===== src/rtl/alu_writeback_pkg.sv =====
// Shared constants for the ALU writeback stage: condition codes, NZCV bit
// positions and default datapath sizes.
package alu_writeback_pkg;

  localparam int DW_DEF = 32;
  localparam int AW_DEF = 4;

  localparam int FLAG_N = 3;
  localparam int FLAG_Z = 2;
  localparam int FLAG_C = 1;
  localparam int FLAG_V = 0;

  localparam logic [3:0] COND_EQ = 4'h0;
  localparam logic [3:0] COND_NE = 4'h1;
  localparam logic [3:0] COND_CS = 4'h2;
  localparam logic [3:0] COND_CC = 4'h3;
  localparam logic [3:0] COND_MI = 4'h4;
  localparam logic [3:0] COND_PL = 4'h5;
  localparam logic [3:0] COND_VS = 4'h6;
  localparam logic [3:0] COND_VC = 4'h7;
  localparam logic [3:0] COND_HI = 4'h8;
  localparam logic [3:0] COND_LS = 4'h9;
  localparam logic [3:0] COND_GE = 4'hA;
  localparam logic [3:0] COND_LT = 4'hB;
  localparam logic [3:0] COND_GT = 4'hC;
  localparam logic [3:0] COND_LE = 4'hD;
  localparam logic [3:0] COND_AL = 4'hE;
  localparam logic [3:0] COND_NV = 4'hF;

endpackage


===== src/rtl/alu_writeback_cond_check.sv =====
// Combinational condition-code evaluator: (cond, NZCV) -> pass.
// Shared with the branch unit, so it carries no state.
module alu_writeback_cond_check
  import alu_writeback_pkg::*;
(
  input  logic [3:0] cond,
  input  logic [3:0] flags,
  output logic       pass
);

  logic n, z, c, v;

  assign n = flags[FLAG_N];
  assign z = flags[FLAG_Z];
  assign c = flags[FLAG_C];
  assign v = flags[FLAG_V];

  always_comb begin
    pass = 1'b0;
    unique case (cond)
      COND_EQ: pass = z;
      COND_NE: pass = !z;
      COND_CS: pass = c;
      COND_CC: pass = !c;
      COND_MI: pass = n;
      COND_PL: pass = !n;
      COND_VS: pass = v;
      COND_VC: pass = !v;
      COND_HI: pass = c && !z;
      COND_LS: pass = !c || z;
      COND_GE: pass = (n == v);
      COND_LT: pass = (n != v);
      COND_GT: pass = !z && (n == v);
      COND_LE: pass = z || (n != v);
      COND_AL: pass = 1'b1;
      COND_NV: pass = 1'b0;
      default: pass = 1'b0;
    endcase
  end

endmodule


===== src/rtl/alu_writeback.sv =====
// ALU writeback stage: one-deep result register with valid/ready, condition
// check against NZCV, commit to the register file and flags, operand read ports.
module alu_writeback
  import alu_writeback_pkg::*;
#(
  parameter int NREGS  = 16,
  parameter int AW     = AW_DEF,
  parameter int DW     = DW_DEF,
  parameter int BYPASS = 1
) (
  input  logic          clk,
  input  logic          rst_n,
  input  logic          in_valid,
  output logic          in_ready,
  input  logic [DW-1:0] in_result,
  input  logic [3:0]    in_new_flag,
  input  logic [3:0]    in_cond,
  input  logic          in_s,
  input  logic          in_wr_en,
  input  logic [AW-1:0] in_rd,
  input  logic          hold,
  input  logic          flush,
  input  logic [AW-1:0] rd_addr_a,
  input  logic [AW-1:0] rd_addr_b,
  output logic [DW-1:0] rd_data_a,
  output logic [DW-1:0] rd_data_b,
  output logic [3:0]    flags,
  output logic          commit_valid,
  output logic          commit_pass,
  output logic [AW-1:0] commit_rd,
  output logic [DW-1:0] commit_data,
  output logic [15:0]   retired
);

  logic          vld_p0;
  logic [DW-1:0] result_p0;
  logic [3:0]    new_flag_p0;
  logic [3:0]    cond_p0;
  logic          s_p0;
  logic          wr_en_p0;
  logic [AW-1:0] rd_p0;

  logic [DW-1:0] regs [NREGS];

  logic accept;
  logic commit;
  logic pass;
  logic wr_fire;

  assign in_ready = !flush && (!vld_p0 || !hold);
  assign accept   = in_valid && in_ready;
  assign commit   = vld_p0 && !hold && !flush;
  assign wr_fire  = commit && pass && wr_en_p0;

  alu_writeback_cond_check u_cond_check (
    .cond  (cond_p0),
    .flags (flags),
    .pass  (pass)
  );

  // Stage p0: capture the ALU beat; flush beats both accept and commit.
  always_ff @(posedge clk or negedge rst_n) begin
    if (!rst_n) begin
      vld_p0      <= 1'b0;
      result_p0   <= '0;
      new_flag_p0 <= '0;
      cond_p0     <= '0;
      s_p0        <= 1'b0;
      wr_en_p0    <= 1'b0;
      rd_p0       <= '0;
    end else begin
      if (flush)       vld_p0 <= 1'b0;
      else if (accept) vld_p0 <= 1'b1;
      else if (commit) vld_p0 <= 1'b0;
      if (accept) begin
        result_p0   <= in_result;
        new_flag_p0 <= in_new_flag;
        cond_p0     <= in_cond;
        s_p0        <= in_s;
        wr_en_p0    <= in_wr_en;
        rd_p0       <= in_rd;
      end
    end
  end

  // Commit stage: architectural state plus the registered commit report.
  always_ff @(posedge clk or negedge rst_n) begin
    if (!rst_n) begin
      for (int i = 0; i < NREGS; i++) regs[i] <= '0;
      flags        <= 4'b0000;
      commit_valid <= 1'b0;
      commit_pass  <= 1'b0;
      commit_rd    <= '0;
      commit_data  <= '0;
      retired      <= 16'd0;
    end else begin
      commit_valid <= commit;
      if (commit) begin
        commit_pass <= pass;
        commit_rd   <= rd_p0;
        commit_data <= result_p0;
        retired     <= retired + 16'd1;
        if (wr_fire)     regs[rd_p0] <= result_p0;
        if (pass && s_p0) flags      <= new_flag_p0;
      end
    end
  end

  // Same-cycle forwarding lets operand fetch see a write landing at this edge.
  assign rd_data_a = (BYPASS != 0 && wr_fire && rd_p0 == rd_addr_a) ? result_p0 : regs[rd_addr_a];
  assign rd_data_b = (BYPASS != 0 && wr_fire && rd_p0 == rd_addr_b) ? result_p0 : regs[rd_addr_b];

endmodule


===== config.mk =====
export PLATFORM = sky130hd
export DESIGN_NAME = alu_writeback
export DESIGN_NICKNAME = d
export VERILOG_FILES = /design/src/rtl/alu_writeback_pkg.sv /design/src/rtl/alu_writeback_cond_check.sv /design/src/rtl/alu_writeback.sv
export SDC_FILE = /design/constraint.sdc
export NUM_CORES = 1
export LEC_CHECK = 0
export CAP_MARGIN = 30
export CORE_ASPECT_RATIO = 0.6
export CORE_MARGIN = 2
export CORE_UTILIZATION = 57
export CTS_CLUSTER_SIZE = 14
export DETAILED_ROUTE_END_ITERATION = 16
export MAX_ROUTING_LAYER = met4
export PLACE_DENSITY_LB_ADDON = 0.12
export SLEW_MARGIN = 0
export SYNTH_ARGS = -nofsm -noshare
export SYNTH_HDL_FRONTEND = slang
export SYNTH_SLANG_ARGS = --single-unit

===== constraint.sdc =====
create_clock -name clk -period 3 [get_ports clk]
set_input_delay 0.3 -clock clk [delete_from_list [all_inputs] [get_ports clk]]
set_output_delay 0.3 -clock clk [all_outputs]
set_load 0.02 [all_outputs]

==> reports/metrics.csv, run 1 <==
stage,metric,value,unit
finish,utilization after layout,66.6,%
die,die area,0.0608,sq mm
global_route,vias in the first global route,20400,
synthesis,Yosys top cell by area,dfrtp_1,
timing,unrepaired setup endpoints after global routing,yes,
critical_path,CP cell instances,"nor2b_1, o311a_1, a221oi_4, a211oi_4, buf_12, mux2_1, buf_2",
die,row cnt,68,
synthesis,Yosys reg bits,617,
clock_network,TritonCTS buffer count,58,
drt,total wire length,88400,microns
drt,First DRT Iteration DRCs,1882,
synthesis,Mapped Cells,1919,
finish,fin nets,2138,
timing,Tcrit/Tclk final,106,%
timing,fin. max-slew vios,0,
critical_path,largest stage delay on the critical path,0.48,ns
die,DIE WIDTH,317,microns
placed_design,Port Buf Inserts,181,
critical_path,Critical Path AT,2.88,ns
placed_design,post-detail-place hpwl,54800,microns
finish,ratio of cells with drive above 1 in the final layout,50.7,%
run,max-cap viol count,0,
synthesis,sequential area share after synthesis,46.1,%
placed_design,area of placed instances,0.0367,sq mm
synthesis,async set or reset register ratio after synthesis,100,%
pwr,pwr dens,563,mW/mm^2
synthesis,Yosys cell types,43,
min_path,Hold Path Class,input port to async pin,
synthesis,Syn Area/Cell,17.5,sq um
clock_network,CTS tree,yes,
clock_network,H-tree levels,2,
timing,final hold slack,0.200,ns
pwr,sw frac,28.4,%
finish,Layout area overhead,14.7,%
pwr,peak supply drop,460,uV
timing,Max-slew headroom,42.1,%
global_route,GRT overflow,0,
critical_path,slowest CP cell,dfrtp_2,
drt,Vias,19300,
synthesis,Synth Flop Type,dfrtp_1,
pwr,clock share of power,34.9,%
global_route,antenna violations before repair,0,
finish,Final Instance Area,0.0385,sq mm
pwr,Switching Power,0.00614,W
timing,skew final,0.0301,ns
drt,1st-pass router iterations,7,
pwr,Sequential Power Share,46.9,%
pwr,Pint,0.0155,W
drt,routed length per placed instance,30.5,microns
placed_design,Inst Count DP,2785,
clock_network,Worst-path clk slew,0.06,ns
pwr,Combinational Power Share,18.2,%
outcome,failing checks,negative setup slack,
synthesis,synth warn,0,
synthesis,"Cell Area, Synth",0.0335,sq mm
outcome,status,"finished, violations left",
critical_path,Crit Path Class,register to output port,
timing,worst slew pin tran,0.869,ns
synthesis,"EDFF count, synth",0,
critical_path,CP max FO,15,
synthesis,"top cells by area, synth","dfrtp_1, mux4_2, mux2_4",
clock_network,CTS Root Cell,clkbuf_16,
global_route,Total GRT Usage,31.1,%
placed_design,RD Place Congestion,0.841,
critical_path,data required time of the worst path,2.70,ns
timing,Final Hold Vio Count,0,
global_route,largest net degree at the start of global routing,73,
timing,fmax,315,MHz
timing,min Tclk post-route,3.18,ns
timing,Final setup viols,64,
pwr,total power,0.0216,W
drt,Via density,6.65,
drt,residual DRC count,0,
global_route,first-pass GRT wire length,136000,microns
die,core area,0.0578,sq mm
clock_network,clk sink count,617,
timing,"crit path setup slack, layout",-0.175,ns
die,Initial Utilization,58.0,%
die,I/O pins,182,
finish,Final Non-Filler Cells,2895,
critical_path,Startpoint Class,register,
synthesis,post-synth top area share,46.1,%
finish,"most common cell after layout, fill and taps aside",dfrtp_1,
clock_network,Skew-Pair Late Insertion Delay,0.63,ns
clock_network,Clock Tree Buf Depth,3,
pwr,Leak,17.5,nW
drt,ANT nets after route,0,
critical_path,Critical Path End Type,output port,
die,height of the die,192,microns
synthesis,syn nets,1979,
critical_path,Reg2Reg Setup Slack,0.22,ns
finish,most frequent cells in the layout,"dfrtp_1, mux4_2, mux2_4",
power groups by stage:
stage	Combinational [W]	Clock, W	Sequential (W)
2_1_floorplan	0.00260	0	0.00994
3_5_place_dp	0.00400	0	0.0103
5_1_grt	0.00419	0.00804	0.0103
6_report	0.00394	0.00754	0.0102
4_1_cts	0.00400	0.00767	0.0101
3_3_place_gp	0.00392	0	0.0102
synthesized netlist by cell type, drive strengths merged, types with 4 or more instances:
master	n
mux2	664
dfrtp	617
mux4	320
clkbuf	112
buf	97
xnor2	22
a211oi	18
nand2	11
nand3	9
nor2b	5
and3	4
xor2	4
through the flow:
step,setup WS [ns],TNS [ns]
global placement,-0.0810,-2.66
detailed placement,-0.113,-4.03
finish,-0.175,-9.34
CTS,-0.624,-34.41
global route,-0.268,-15.49
floorplan,0.421,0
cell families (layout without fill, tap and decap cells):
family | after synthesis | after routing | share of synthesized area (%)
AO/OA/AOI/OAI | 29 | 29 | 1.36
XOR/XNOR | 26 | 26 | 0.679
adder cells (fa/ha/maj) | 1 | 1 | 0.0373
buffers and inverters | 210 | 415 | 3.75
flip-flops | 617 | 617 | 46.1
multiplexers | 985 | 985 | 47.2
other | 0 | 1 | 0
AND/OR/NAND/NOR | 51 | 51 | 0.922
repair_timing:
action / in CTS / in global routing
endpoints found under the hold margin: 41 / 0
buffers inserted: 0 / 2
endpoints found under the setup margin: 64 / 64
pin swaps: 1 / 4
gates resized for setup: 23 / 185
hold buffers: 1 / 0
worst max-delay path, delay by kind of cell, from the launching register on:
| kind | cells | cell delay, ns |
|---|---|---|
| multiplexers | 1 | 0.35 |
| buffers and inverters | 2 | 0.36 |
| AND/OR/NAND/NOR | 1 | 0.15 |
| AO/OA/AOI/OAI | 3 | 0.91 |
| flip-flops | 1 | 0.48 |
worst paths after layout:
kind,from,to,cells past startpoint
hold reg to reg,retired[15]$_DFFE_PN0P_,retired[15]$_DFFE_PN0P_,1
hold / removal,rst_n,regs[89]$_DFFE_PN0P_,2
setup / recovery,cond_p0[0]$_DFFE_PN0P_,rd_data_a[8],7
min in group clk,in_result[18],result_p0[18]$_DFFE_PN0P_,2
max in group asynchronous,rst_n,regs[237]$_DFFE_PN0P_,4
setup reg to reg,cond_p0[0]$_DFFE_PN0P_,regs[77]$_DFFE_PN0P_,7
cell type report:
| type | count | area, sq um |
|---|---|---|
| multi-input cells | 1092 | 16900 |
| inverters | 1 | 3.75 |
| diodes | 1 | 2.50 |
| repair buffers | 308 | 3220 |
| fillers | 3918 | 19300 |
| clock inverters | 23 | 188 |
| well taps | 770 | 963 |
| clock buffers | 83 | 1750 |
| flip-flops and latches | 617 | 15400 |
sequential cells by signal, indices dropped and copies added, names as in the netlist, 4 cells and up:
register,count
regs,512
commit_data,32
result_p0,32
retired,16
commit_rd,4
cond_p0,4
flags,4
new_flag_p0,4
rd_p0,4
metal layers:
layer	track usage, %	up-vias	routed length, microns
li1	-	7722	-
met1	46.8	10600	40500
met2	44.3	842	39500
met3	7.10	108	7100
met4	5.10	0	1310
met5	-	-	0
Note: power is estimated with default switching activity, not from simulation.
==> inputs of run 2 (changes only) <==
--- a/config.mk
+++ b/config.mk
@@ -7,7 +7,7 @@
 export LEC_CHECK = 0
 export CAP_MARGIN = 30
 export CORE_ASPECT_RATIO = 0.6
-export CORE_MARGIN = 2
+export CORE_MARGIN = 4
 export CORE_UTILIZATION = 57
 export CTS_CLUSTER_SIZE = 14
 export DETAILED_ROUTE_END_ITERATION = 16
==> reports/metrics.csv, run 2 (synthesized netlist as in run 1, its figures left out) <==
stage,metric,value,unit,change
global_route,vias in the first global route,20200,,-0.98%
placed_design,Port Buf Inserts,181,,unchanged
finish,max reg flops,512,,unchanged
global_route,first-pass GRT wire length,135000,microns,-0.88%
finish,Final Instance Area,0.0389,sq mm,+1.3%
critical_path,largest stage delay on the critical path,0.54,ns,+0.06 ns
finish,biggest regs,"regs: 512 flops, commit_data: 32 flops, result_p0: 32 flops",,
timing,final setup TNS,-14.87,ns,-5.52 ns
timing,worst slew pin tran,0.845,ns,-0.0241 ns
placed_design,Inst Count DP,2787,,+0.072%
placed_design,area of placed instances,0.0368,sq mm,+0.16%
finish,ratio of cells with drive above 1 in the final layout,52.2,%,+1.5 points
timing,fmax,303,MHz,-3.9%
clock_network,H-tree levels,2,,unchanged
global_route,GRT overflow,0,,unchanged
timing,Final setup viols,64,,unchanged
critical_path,Crit Path Class,register to output port,,
drt,First DRT Iteration DRCs,1543,,-18%
die,row cnt,68,,unchanged
drt,total wire length,87400,microns,-1.2%
critical_path,Critical Path AT,3.00,ns,+0.12 ns
finish,fin nets,2158,,+0.94%
critical_path,slowest CP cell,or4_4,,
drt,Vias,19100,,-0.63%
timing,min Tclk post-route,3.30,ns,+0.128 ns
drt,Via density,6.57,,-1.3%
drt,1st-pass router iterations,5,,-2
drt,ANT nets after route,0,,unchanged
finish,fill cell count,3852,,-1.7%
clock_network,Skew-Pair Late Insertion Delay,0.63,ns,about the same
clock_network,CTS tree,yes,,
finish,most frequent cells in the layout,"dfrtp_1, mux4_2, mux2_4",,
pwr,peak supply drop,443,uV,-3.6%
placed_design,RD Place Congestion,0.826,,-1.7%
die,height of the die,196,microns,+2.1%
timing,unrepaired setup endpoints after global routing,yes,,
timing,fin. max-slew vios,0,,unchanged
critical_path,CP max FO,9,,-6
global_route,antenna violations before repair,1,,+1
critical_path,data required time of the worst path,2.70,ns,about the same
outcome,failing checks,negative setup slack,,
timing,Tcrit/Tclk final,110,%,+4.3 points
placed_design,worst slack at placement,-0.126,ns,-0.0132 ns
timing,Final Hold Vio Count,0,,unchanged
global_route,largest net degree at the start of global routing,83,,+14%
die,Initial Utilization,57.9,%,-0.085 points
clock_network,clk sink count,617,,unchanged
run,max-cap viol count,0,,unchanged
clock_network,TritonCTS buffer count,58,,unchanged
drt,residual DRC count,0,,unchanged
critical_path,CP cell instances,"buf_4, or4_4, o211ai_4, a211oi_4, buf_12, buf_12, buf_6, mux2_4, buf_6",,
finish,Final Non-Filler Cells,2915,,+0.69%
timing,Max-slew headroom,43.7,%,+1.6 points
placed_design,post-detail-place hpwl,54300,microns,-0.87%
die,core area,0.0579,sq mm,+0.15%
critical_path,Startpoint Class,register,,
min_path,Hold Path Class,input port to async pin,,
finish,"most common cell after layout, fill and taps aside",dfrtp_1,,
die,die area,0.0629,sq mm,+3.4%
clock_network,Worst-path clk slew,0.06,ns,about the same
finish,Top reg by flops,regs,,
clock_network,Clock Tree Buf Depth,3,,unchanged
outcome,status,"finished, violations left",,
die,I/O pins,182,,unchanged
global_route,Total GRT Usage,29.2,%,-1.9 points
timing,"crit path setup slack, layout",-0.303,ns,-0.128 ns
die,DIE WIDTH,321,microns,+1.3%
finish,Layout area overhead,16.2,%,
pwr,total power,0.0221,W,+2.2%
pwr,Leak,17.6,nW,+0.67%
critical_path,Critical Path End Type,output port,,
pwr,pwr dens,568,mW/mm^2,+0.89%
drt,routed length per placed instance,30.0,microns,-1.9%
timing,skew final,0.0164,ns,-0.0136 ns
clock_network,CTS Root Cell,clkbuf_16,,
-- run 2: changes by cell type in the layout (fill, tap and decap cells not counted), sizes merged --
cell          before  now
buf              187  217
clkbuf            91   83
clkinvlp           3    2
dlymetal6s2s       4    0
clkinv            17   15
bufinv             2    7
-- run 2: repair_timing --
action,in CTS,in global routing
buffers inserted,18,2
hold buffers,1,0
gates resized for setup,329,6
endpoints found under the setup margin,64,64
endpoints found under the hold margin,44,0
pin swaps,5,0
-- run 2: final cells by class --
| cell class | count | area [sq um] | area share [%] |
|---|---|---|---|
| diodes | 1 | 2.50 | 0.00642 |
| clock buffers | 81 | 1700 | 4.36 |
| clock inverters | 25 | 317 | 0.813 |
| inverters | 1 | 3.75 | 0.00964 |
| multi-input cells | 1092 | 17000 | 43.6 |
| flip-flops and latches | 617 | 15400 | 39.7 |
| well taps | 770 | 963 | 2.47 |
| repair buffers | 328 | 3550 | 9.13 |
-- run 2: path summary, 6_finish.rpt --
| path | end | start | slack (ns) | cells past startpoint |
|---|---|---|---|---|
| worst max-delay path | rd_data_a[28] | cond_p0[0]$_DFFE_PN0P_ | -0.30 | 9 |
| worst min-delay path | commit_data[21]$_DFFE_PN0P_ | rst_n | 0.23 | 2 |
| worst max register to register | regs[31]$_DFFE_PN0P_ | flags[2]$_DFFE_PN0P_ | 0.14 | 9 |
| worst min register to register | new_flag_p0[1]$_DFFE_PN0P_ | new_flag_p0[1]$_DFFE_PN0P_ | 0.50 | 1 |
| max in group asynchronous | regs[226]$_DFFE_PN0P_ | rst_n | 1.84 | 4 |
| min in group clk | wr_en_p0$_DFFE_PN0P_ | in_wr_en | 0.28 | 2 |
-- run 2: per-layer routing --
metal  GRT usage, %  vias to the layer above  wire length [microns]
met5              -                        -                      0
met4           6.21                        0                   1590
met3           6.23                      109                   6050
met2           40.7                      742                  38800
met1           44.7                    10500                  40900
li1               -                     7789                      -
-- run 2: report_power, final --
group          total, W  internal [W]  switching (W)
clock           0.00787       0.00455        0.00333
combinational   0.00408       0.00227        0.00181
sequential       0.0102       0.00913        0.00103
total            0.0221        0.0159        0.00617
-- run 2: metrics by stage --
stage / util [%] / hold slack [ns]
detailed placement: 63.6 / 0.294
finish: 67.3 / 0.227
global placement: 63.6 / 0.285
CTS: 67.3 / 0.217
global route: 67.3 / 0.264
floorplan: - / 0.00441
-- run 2: worst max-delay path, delay by kind of cell, from the launching register on --
kind / cells / cell delay [ns]
and+or+nand+nor: 1 / 0.54
buffers and inverters: 5 / 0.72
AOI/OAI and AO/OA: 2 / 0.34
muxes: 1 / 0.29
DFF: 1 / 0.47
==> inputs of run 3 (changes only) <==
--- a/config.mk
+++ b/config.mk
@@ -13,6 +13,8 @@
 export DETAILED_ROUTE_END_ITERATION = 16
 export MAX_ROUTING_LAYER = met4
 export PLACE_DENSITY_LB_ADDON = 0.12
+export SKIP_CTS_REPAIR_TIMING = 1
+export SKIP_LAST_GASP = 1
 export SLEW_MARGIN = 0
 export SYNTH_ARGS = -nofsm -noshare
 export SYNTH_HDL_FRONTEND = slang
==> reports/metrics.csv, run 3 (synthesized netlist as in run 1, its figures left out) <==
stage,metric,value,unit,change
drt,Via density,6.61,,+0.68%
global_route,GRT overflow,0,,unchanged
timing,Tcrit/Tclk final,109,%,-0.79 points
pwr,Leak,17.5,nW,-0.31%
drt,ANT nets after route,0,,unchanged
critical_path,Reg2Reg Depth,9,,unchanged
timing,Max-slew headroom,44.7,%,+1.0 points
global_route,first-pass GRT wire length,134000,microns,-0.79%
drt,total wire length,87800,microns,+0.47%
min_path,Hold Path Class,input port to async pin,,
placed_design,post-detail-place hpwl,54300,microns,unchanged
critical_path,r2r startpoint,cond_p0[1]$_DFFE_PN0P_,,
finish,biggest regs,"regs: 512 flops, commit_data: 32 flops, result_p0: 32 flops",,
timing,unrepaired setup endpoints after global routing,yes,,
pwr,sw frac,27.9,%,about the same
pwr,total power,0.0222,W,+0.54%
global_route,largest net degree at the start of global routing,83,,unchanged
drt,met1 WL,40600,microns,-0.82%
timing,fmax,305,MHz,+0.73%
critical_path,Critical Path End Type,output port,,
die,I/O pins,182,,unchanged
clock_network,Skew-Pair Late Insertion Delay,0.63,ns,about the same
drt,metal3 WL,6350,microns,+4.9%
clock_network,clk sink count,617,,unchanged
drt,First DRT Iteration DRCs,1607,,+4.1%
critical_path,r2r endpoint,regs[31]$_DFFE_PN0P_,,
global_route,vias in the first global route,20100,,-0.46%
timing,"crit path setup slack, layout",-0.279,ns,+0.0238 ns
timing,Final Hold Vio Count,0,,unchanged
critical_path,Startpoint Class,register,,
die,core area,0.0579,sq mm,unchanged
finish,ratio of cells with drive above 1 in the final layout,53.9,%,+1.7 points
pwr,Sequential Power Share,45.7,%,-0.2 points
finish,"most common cell after layout, fill and taps aside",dfrtp_1,,
die,Initial Utilization,57.9,%,unchanged
pwr,Pint,0.0160,W,+0.57%
timing,worst slew pin tran,0.829,ns,-0.0155 ns
critical_path,data required time of the worst path,2.70,ns,about the same
run,max-cap viol count,0,,unchanged
outcome,failing checks,negative setup slack,,
placed_design,worst slack at placement,-0.126,ns,unchanged
pwr,Switching Power,0.00620,W,+0.44%
critical_path,CP max FO,12,,+3
finish,Top reg by flops,regs,,
global_route,Total GRT Usage,28.9,%,-0.26 points
critical_path,Critical Path AT,2.98,ns,-0.02 ns
clock_network,TritonCTS buffer count,58,,unchanged
timing,Final setup viols,64,,unchanged
global_route,antenna violations before repair,2,,+1
die,die area,0.0629,sq mm,unchanged
pwr,pwr dens,567,mW/mm^2,about the same
placed_design,RD Place Congestion,0.826,,unchanged
critical_path,Crit Path Class,register to output port,,
pwr,peak supply drop,473,uV,+6.7%
pwr,Combinational Power Share,18.9,%,+0.5 points
clock_network,H-tree levels,2,,unchanged
drt,metal2 WL,39300,microns,+1.2%
die,DIE WIDTH,321,microns,unchanged
drt,1st-pass router iterations,5,,unchanged
finish,Final Non-Filler Cells,2907,,-0.27%
critical_path,Reg2Reg Setup Slack,0.10,ns,-0.04 ns
finish,max reg flops,512,,unchanged
drt,routed length per placed instance,30.2,microns,+0.75%
drt,Vias,19200,,+0.40%
timing,min Tclk post-route,3.28,ns,-0.0238 ns
die,height of the die,196,microns,unchanged
clock_network,CTS tree,yes,,
drt,highest metal layer with signal wires,met4,,
pwr,clock share of power,35.4,%,-0.2 points
finish,fin nets,2150,,-0.37%
clock_network,Clock Tree Buf Depth,3,,unchanged
placed_design,Inst Count DP,2787,,unchanged
finish,Layout area overhead,16.9,%,
timing,fin. max-slew vios,0,,unchanged
placed_design,Port Buf Inserts,181,,unchanged
clock_network,Worst-path clk slew,0.06,ns,about the same
outcome,status,"finished, violations left",,
die,row cnt,68,,unchanged
clock_network,CTS Root Cell,clkbuf_16,,
finish,most frequent cells in the layout,"dfrtp_1, mux2_4, mux4_2",,
timing,skew final,0.0155,ns,-0.000912 ns
drt,residual DRC count,0,,unchanged
-- run 3: worst max path at each step --
stage	from	end	depth (start not counted)
global placement	flush	rd_data_b[16]	7
global route	cond_p0[1]$_DFFE_PN0P_	rd_data_b[31]	9
CTS	cond_p0[0]$_DFFE_PN0P_	rd_data_a[29]	7
floorplan	flags[0]$_DFFE_PN0P_	rd_data_a[10]	7
detailed placement	flush	rd_data_b[17]	7
finish	cond_p0[1]$_DFFE_PN0P_	rd_data_b[17]	9
-- run 3: stage by stage --
| stage | hold slack, ns | area, sq um | TNS (ns) | utilization [%] |
|---|---|---|---|---|
| after floorplan | 0.00441 | 33500 | 0 | - |
| after global placement | 0.285 | 36800 | -3.06 | 63.6 |
| after detailed placement | 0.294 | 36800 | -4.88 | 63.6 |
| after CTS | -0.370 | 38800 | -45.55 | 67.1 |
| after global routing | 0.263 | 39200 | -18.35 | 67.7 |
| final | 0.230 | 39200 | -14.12 | 67.7 |
-- run 3: final cells by class --
| type | count | area, sq um |
|---|---|---|
| Antenna cell | 1 | 2.50 |
| Clock buffer | 81 | 1700 |
| Clock inverter | 25 | 317 |
| Fill cell | 3825 | 18700 |
| Inverter | 1 | 3.75 |
| Multi-Input combinational cell | 1092 | 17200 |
| Sequential cell | 617 | 15400 |
| Tap cell | 770 | 963 |
| Timing Repair Buffer | 320 | 3600 |
-- run 3: per-layer routing --
metal  vias to the layer above  track usage [%]
met5                         -                -
met4                         0             5.76
li1                       7770                -
met2                       770             40.6
met3                       118             5.90
met1                     10600             44.5
-- run 3: power groups by stage --
stage	sequential, W	clock (W)	combinational [W]
CTS	0.0101	0.00801	0.00404
detailed placement	0.0102	0	0.00402
floorplan	0.00994	0	0.00260
finish	0.0102	0.00787	0.00420
global route	0.0103	0.00833	0.00446
global placement	0.0102	0	0.00395
-- run 3: worst max-delay path: stages (launching register included) --
cell and delay [ns]:
dfrtp_2 0.48, buf_4 0.18, o311a_1 0.39, a221oi_4 0.27
buf_6 0.16, a211oi_4 0.07, buf_12 0.15, buf_12 0.14
mux2_4 0.32, buf_4 0.16
